==> src/rtl/vram_arbiter.sv <==
// Single-port VRAM arbiter: video fetches win every slot with a fixed 3-cycle
// latency; CPU accesses use idle slots through a request/ack FSM.
module vram_arbiter #(
   parameter int unsigned AW           = 15,
   parameter int unsigned DW           = 8,
   parameter int unsigned STARVE_LIMIT = 64
) (
   input  logic          clk_i,
   input  logic          rst_ni,
   input  logic          vid_req_i,
   input  logic [AW-1:0] vid_addr_i,
   output logic          vid_valid_o,
   output logic [DW-1:0] vid_data_o,
   input  logic          cpu_req_i,
   input  logic          cpu_we_i,
   input  logic [AW-1:0] cpu_addr_i,
   input  logic [DW-1:0] cpu_wdata_i,
   output logic          cpu_ack_o,
   output logic [DW-1:0] cpu_rdata_o,
   output logic          ram_en_o,
   output logic          ram_we_o,
   output logic [AW-1:0] ram_addr_o,
   output logic [DW-1:0] ram_wdata_o,
   input  logic [DW-1:0] ram_rdata_i,
   output logic          starve_o
);

   localparam int unsigned       WAIT_W     = 8;
   localparam logic [WAIT_W-1:0] WAIT_MAX   = '1;
   localparam logic [WAIT_W-1:0] WAIT_LIMIT = WAIT_W'(STARVE_LIMIT);

   typedef enum logic [1:0] {
      S_IDLE    = 2'd0,
      S_ISSUE   = 2'd1,
      S_CAPTURE = 2'd2,
      S_ACK     = 2'd3
   } state_e;

   state_e              state_q,     state_d;
   logic [WAIT_W-1:0]   wait_q,      wait_d;
   logic                starve_q,    starve_d;
   logic [1:0]          vid_pipe_q,  vid_pipe_d;
   logic                vid_valid_q, vid_valid_d;
   logic [DW-1:0]       vid_data_q,  vid_data_d;
   logic                cpu_ack_q,   cpu_ack_d;
   logic [DW-1:0]       cpu_rdata_q, cpu_rdata_d;
   logic                cpu_we_q,    cpu_we_d;
   logic                ram_en_q,    ram_en_d;
   logic                ram_we_q,    ram_we_d;
   logic [AW-1:0]       ram_addr_q,  ram_addr_d;
   logic [DW-1:0]       ram_wdata_q, ram_wdata_d;
   logic                cpu_go;

   // Next-state: CPU FSM, wait counter, video shift pipe and VRAM port mux
   always_comb begin
      state_d     = state_q;
      wait_d      = '0;
      starve_d    = starve_q;
      vid_pipe_d  = {vid_pipe_q[0], vid_req_i};
      vid_valid_d = vid_pipe_q[1];
      vid_data_d  = vid_pipe_q[1] ? ram_rdata_i : vid_data_q;
      cpu_ack_d   = 1'b0;
      cpu_rdata_d = cpu_rdata_q;
      cpu_we_d    = cpu_we_q;
      ram_en_d    = 1'b0;
      ram_we_d    = 1'b0;
      ram_addr_d  = ram_addr_q;
      ram_wdata_d = ram_wdata_q;
      cpu_go      = 1'b0;

      unique case (state_q)
         S_IDLE: begin
            if (cpu_req_i) begin
               if (vid_req_i) begin
                  wait_d = (wait_q == WAIT_MAX) ? wait_q : wait_q + WAIT_W'(1);
               end else begin
                  cpu_go  = 1'b1;
                  state_d = S_ISSUE;
               end
            end
         end
         S_ISSUE: begin
            state_d = S_CAPTURE;
         end
         S_CAPTURE: begin
            if (!cpu_we_q) begin
               cpu_rdata_d = ram_rdata_i;
            end
            cpu_ack_d = 1'b1;
            state_d   = S_ACK;
         end
         S_ACK: begin
            state_d = S_IDLE;
         end
         default: begin
            state_d = S_IDLE;
         end
      endcase

      // Video owns the port whenever it asks; the CPU only launches from IDLE
      if (vid_req_i) begin
         ram_en_d   = 1'b1;
         ram_addr_d = vid_addr_i;
      end else if (cpu_go) begin
         ram_en_d    = 1'b1;
         ram_we_d    = cpu_we_i;
         ram_addr_d  = cpu_addr_i;
         ram_wdata_d = cpu_wdata_i;
         cpu_we_d    = cpu_we_i;
      end

      if (wait_d >= WAIT_LIMIT) begin
         starve_d = 1'b1;
      end
   end

   always_ff @(posedge clk_i or negedge rst_ni) begin
      if (!rst_ni) begin
         state_q     <= S_IDLE;
         wait_q      <= '0;
         starve_q    <= 1'b0;
         vid_pipe_q  <= '0;
         vid_valid_q <= 1'b0;
         vid_data_q  <= '0;
         cpu_ack_q   <= 1'b0;
         cpu_rdata_q <= '0;
         cpu_we_q    <= 1'b0;
         ram_en_q    <= 1'b0;
         ram_we_q    <= 1'b0;
         ram_addr_q  <= '0;
         ram_wdata_q <= '0;
      end else begin
         state_q     <= state_d;
         wait_q      <= wait_d;
         starve_q    <= starve_d;
         vid_pipe_q  <= vid_pipe_d;
         vid_valid_q <= vid_valid_d;
         vid_data_q  <= vid_data_d;
         cpu_ack_q   <= cpu_ack_d;
         cpu_rdata_q <= cpu_rdata_d;
         cpu_we_q    <= cpu_we_d;
         ram_en_q    <= ram_en_d;
         ram_we_q    <= ram_we_d;
         ram_addr_q  <= ram_addr_d;
         ram_wdata_q <= ram_wdata_d;
      end
   end

   assign vid_valid_o = vid_valid_q;
   assign vid_data_o  = vid_data_q;
   assign cpu_ack_o   = cpu_ack_q;
   assign cpu_rdata_o = cpu_rdata_q;
   assign ram_en_o    = ram_en_q;
   assign ram_we_o    = ram_we_q;
   assign ram_addr_o  = ram_addr_q;
   assign ram_wdata_o = ram_wdata_q;
   assign starve_o    = starve_q;

endmodule
==> config.mk <==
export PLATFORM = sky130hd
export DESIGN_NAME = vram_arbiter
export DESIGN_NICKNAME = d
export VERILOG_FILES = /design/src/rtl/vram_arbiter.sv
export SDC_FILE = /design/constraint.sdc
export NUM_CORES = 1
export LEC_CHECK = 0
export ABC_AREA = 1
export CAP_MARGIN = 20
export CORE_UTILIZATION = 39
export DETAILED_ROUTE_END_ITERATION = 16
export HOLD_SLACK_MARGIN = 0.15
export PLACE_DENSITY = 0.76
export SLEW_MARGIN = 40
export SYNTH_ARGS = -nofsm -noshare
export SYNTH_HDL_FRONTEND = slang
export SYNTH_SLANG_ARGS = --single-unit
export TNS_END_PERCENT = 50
==> constraint.sdc <==
create_clock -name clk_i -period 1.3 [get_ports clk_i]
set_input_delay 0.13 -clock clk_i [delete_from_list [all_inputs] [get_ports clk_i]]
set_output_delay 0.13 -clock clk_i [all_outputs]
set_load 0.05 [all_outputs]
==> metrics.txt <==
# TYPE chip_impl_metric gauge
chip_impl_metric{name="buffer_ports.inserted",unit=""} 94
chip_impl_metric{name="detailed_place.area",unit="um^2"} 4020
chip_impl_metric{name="syn-instance-count",unit=""} 243
chip_impl_info{name="endpoint_kind",value="flip-flop"} 1
chip_impl_metric{name="cts-buffers-inserted",unit=""} 9
chip_impl_info{name="cts.root.buffer_cell",value="sky130_fd_sc_hd__clkbuf_8"} 1
chip_impl_metric{name="layout_min_cycle_time",unit="ns"} 1.35
chip_impl_metric{name="grt_max_degree",unit=""} 41
chip_impl_info{name="violations",value="negative setup slack"} 1
chip_impl_metric{name="clock_tree.htree_level_count",unit=""} 3
chip_impl_metric{name="gp_congestion",unit=""} 0.760
chip_impl_metric{name="clk_pin_slew_worst_paths",unit="ns"} 0.07
chip_impl_info{name="cp_slowest_cell",value="sky130_fd_sc_hd__dfrtp_1"} 1
chip_impl_metric{name="insertion_delay_of_the_later_clocked_pin_in_the_worst_skew_pair",unit="ns"} 0.34
chip_impl_info{name="cp-start-kind",value="flip-flop"} 1
chip_impl_metric{name="vdd.ir_drop.worst",unit="V"} 0.00170
chip_impl_metric{name="placeable_core_region",unit="um^2"} 6030
chip_impl_metric{name="worstPathRequired",unit="ns"} 1.52
chip_impl_metric{name="grt_remaining_overflow",unit=""} 0
chip_impl_info{name="worstReg2RegStart",value="state_q[1]"} 1
chip_impl_metric{name="timing.critical_path.slowest_cell_delay",unit="ns"} 0.40
chip_impl_metric{name="hold_vio_cnt_final",unit=""} 0
chip_impl_info{name="timing.hold.worst.class",value="primary input to asynchronous set/reset pin"} 1
chip_impl_metric{name="grt_antenna_before_repair",unit=""} 0
chip_impl_info{name="grt_busiest_layer",value="met2"} 1
chip_impl_metric{name="yosys.cell_types.count",unit=""} 24
chip_impl_metric{name="fillerInstances",unit=""} 396
chip_impl_info{name="path_class",value="flip-flop to flip-flop"} 1
chip_impl_metric{name="drt-initial-drc-count",unit=""} 117
chip_impl_metric{name="die_height",unit="um"} 81.5
chip_impl_metric{name="globalRouteMet3Util",unit=""} 0.0589
chip_impl_metric{name="global_route_usage_sum",unit=""} 0.215
chip_impl_metric{name="gr-usage-met2",unit=""} 0.375
chip_impl_metric{name="yosysSeqAreaShare",unit=""} 0.578
chip_impl_metric{name="final_cell_area",unit="um^2"} 4490
chip_impl_metric{name="finalCritPeriodShare",unit=""} 1.04
chip_impl_metric{name="cp_data_arrival_time",unit="ns"} 1.57
chip_impl_metric{name="cap_violations",unit=""} 0
chip_impl_metric{name="vias_per_cell",unit=""} 4.92
chip_impl_metric{name="cts_num_sinks",unit=""} 57
chip_impl_metric{name="syn-num-nets",unit=""} 297
chip_impl_metric{name="max_freq",unit="MHz"} 743
chip_impl_metric{name="flow.area_growth_from_synthesis",unit="%"} 81.8
chip_impl_metric{name="p_per_cell_area",unit="nW/um^2"} 2020
chip_impl_info{name="run_status",value="finished, violations left"} 1
chip_impl_info{name="cts_tree",value="yes"} 1
chip_impl_metric{name="static-leakage-power",unit="uW"} 0.00205
chip_impl_metric{name="grt_pass1_wl",unit="um"} 10400
chip_impl_metric{name="avgSynthCellArea",unit="um^2"} 10.2
chip_impl_metric{name="detailed_place_hpwl",unit="um"} 4420
chip_impl_info{name="setup.worst_path.start",value="state_q[1]"} 1
chip_impl_metric{name="place_worst_setup_slack",unit="ns"} -0.410
chip_impl_metric{name="remaining_drc_errors",unit=""} 0
chip_impl_metric{name="grt_util_met1",unit=""} 0.239
chip_impl_metric{name="syn_area",unit="um^2"} 2470
chip_impl_metric{name="std_cell_rows",unit=""} 28
chip_impl_metric{name="clock-skew-final",unit="ns"} 0.00996
chip_impl_metric{name="setup_viol",unit=""} 10
chip_impl_metric{name="timing.critical_path.fanout_max",unit=""} 5
chip_impl_metric{name="synth_warnings",unit=""} 0
chip_impl_metric{name="post_route_cells_drive_above_1_share",unit=""} 0.370
chip_impl_info{name="cp_cell_sequence",value="inv_2 -> ha_4 -> nand3_4 -> buf_12 -> mux2_4"} 1
chip_impl_metric{name="final_antenna_net_count",unit=""} 0
chip_impl_metric{name="layout_setup_ws",unit="ns"} -0.0467
chip_impl_metric{name="die_width",unit="um"} 81.5
chip_impl_info{name="grt_setup_unrepaired",value="yes"} 1
chip_impl_metric{name="detail_route.wl_per_cell",unit="um"} 15.0
chip_impl_metric{name="initial_core_utilization",unit=""} 0.409
chip_impl_metric{name="num_antenna_cells",unit=""} 0
chip_impl_metric{name="timing.slew.headroom",unit=""} 0.714
chip_impl_metric{name="detail_route.wirelength",unit="um"} 6660
chip_impl_metric{name="drt_pass1_iterations",unit=""} 4
chip_impl_metric{name="yosys_register_bits",unit=""} 57
chip_impl_metric{name="grt_pass1_vias",unit=""} 2152
chip_impl_metric{name="design.portCount",unit=""} 95
chip_impl_metric{name="cts_max_path_buffers",unit=""} 2
chip_impl_metric{name="slew_viol_final",unit=""} 0
chip_impl_metric{name="vias",unit=""} 2188
chip_impl_metric{name="worst_hold_slack",unit="ns"} 0.267
chip_impl_metric{name="die_area",unit="um^2"} 6650
chip_impl_metric{name="layout.nets",unit=""} 419
chip_impl_metric{name="setup_slack_of_the_most_critical_reg_to_reg_path",unit="ns"} -0.05
chip_impl_metric{name="worst-r2r-cell-count",unit=""} 5
chip_impl_metric{name="worst_slew_pin_slew",unit="ns"} 0.429
placed cells by master, fill, tap and decap left out, types with 5 or more instances in the layout:
| cell type | instances |
|---|---|
| sky130_fd_sc_hd__dfrtp_1 | 57 |
| sky130_fd_sc_hd__clkdlybuf4s50_1 | 49 |
| sky130_fd_sc_hd__buf_12 | 46 |
| sky130_fd_sc_hd__nand2_1 | 34 |
| sky130_fd_sc_hd__nor2_1 | 18 |
| sky130_fd_sc_hd__inv_1 | 17 |
| sky130_fd_sc_hd__nand3_1 | 17 |
| sky130_fd_sc_hd__buf_4 | 17 |
| sky130_fd_sc_hd__or2_2 | 15 |
| sky130_fd_sc_hd__o211ai_1 | 15 |
| sky130_fd_sc_hd__a21oi_1 | 10 |
| sky130_fd_sc_hd__mux2_2 | 10 |
| sky130_fd_sc_hd__clkbuf_8 | 10 |
| sky130_fd_sc_hd__nand3_2 | 8 |
| sky130_fd_sc_hd__o21ai_0 | 7 |
| sky130_fd_sc_hd__nand2_2 | 5 |
critical path, delay by kind of cell (launching register included):
family	cells	cell delay (ns)
flops	1	0.40
mux	1	0.30
buf+inv	2	0.25
fa+ha+maj	1	0.19
simple gates	1	0.10
cell usage after synthesis (all sizes together):
| cell | instances | area share |
|---|---|---|
| ha | 3 | 0.015 |
| buf | 7 | 0.023 |
| nand2 | 39 | 0.060 |
| o211ai | 15 | 0.046 |
| inv | 21 | 0.035 |
| nor2 | 21 | 0.032 |
| or2 | 15 | 0.038 |
| a21oi | 11 | 0.022 |
| a31oi | 1 | 0.0025 |
| o21a | 1 | 0.0030 |
| dfrtp | 57 | 0.58 |
| o21ai | 9 | 0.018 |
| clkbuf | 4 | 0.0061 |
| xor2 | 1 | 0.0036 |
| nand3 | 25 | 0.056 |
| a21boi | 1 | 0.0030 |
| mux2 | 12 | 0.058 |
logic make-up after synthesis:
family                   after synthesis  synth area share
AND/OR/NAND/NOR                      100             0.186
flip-flops                            57             0.578
AO/OA/AOI/OAI                         38            0.0948
buffers and inverters                 32            0.0644
multiplexers                          12            0.0578
adder cells (fa/ha/maj)                3            0.0152
XOR/XNOR                               1           0.00355
layout make-up:
cell class | instances | area [um^2] | share of cell area
clock buffer | 11 | 141 | 0.0315
clock inverter | 5 | 103 | 0.0229
inverter | 21 | 86.3 | 0.0192
multi-input combinational | 157 | 1000 | 0.223
sequential | 57 | 1430 | 0.318
tap | 75 | 93.8 | 0.0209
timing repair buffer | 119 | 1640 | 0.365
repair_timing:
| action | in CTS | in global routing |
|---|---|---|
| setup endpoints to repair | 33 | 37 |
| hold endpoints to repair | 57 | 0 |
| setup buffers | 2 | 2 |
| pin swaps | 2 | 10 |
| gates resized for setup | 8 | 24 |
| hold buffers | 1 | 0 |
| cloned | 2 | 2 |
where the power goes:
group | switching [uW] | leakage, uW | internal [uW]
clock network | 745 | 0.000120 | 1320
registers | 454 | 0.000697 | 2210
logic | 2150 | 0.00124 | 2160
total | 3340 | 0.00205 | 5690
through the flow:
stage / total power [uW] / instances / util / TNS, ns
2_1_floorplan: 4510 / 243 / - / -0.0661
3_3_place_gp: 6680 / 420 / 0.668 / -7.36
3_5_place_dp: 6760 / 420 / 0.668 / -9.35
4_1_cts: 8970 / 441 / 0.727 / -0.0106
5_1_grt: 9370 / 445 / 0.744 / -0.941
6_report: 9040 / 445 / 0.744 / -0.156
worst paths after layout:
| kind | to |
|---|---|
| max | ram_wdata_o[7] |
| min | ram_addr_o[4] |
| max reg2reg | ram_wdata_o[7] |
| min reg2reg | vid_pipe_q[1] |
| max in group asynchronous | cpu_rdata_o[6] |
| min in group clk_i | vid_data_o[4] |
registers in the layout, indices dropped and copies added, names as in the netlist:
signal / flops
cpu_ack_o: 1
cpu_rdata_o: 8
cpu_we_q: 1
ram_addr_o: 15
ram_en_o: 1
ram_wdata_o: 8
ram_we_o: 1
starve_o: 1
state_q: 2
vid_data_o: 8
vid_pipe_q: 2
vid_valid_o: 1
wait_q: 8
metal layers:
layer / up-vias / part of all wire
met5: - / 0
met4: 0 / 0.019
met3: 9 / 0.049
met2: 66 / 0.54
met1: 1058 / 0.39
li1: 1055 / -
(Power assumes the default switching activity.)
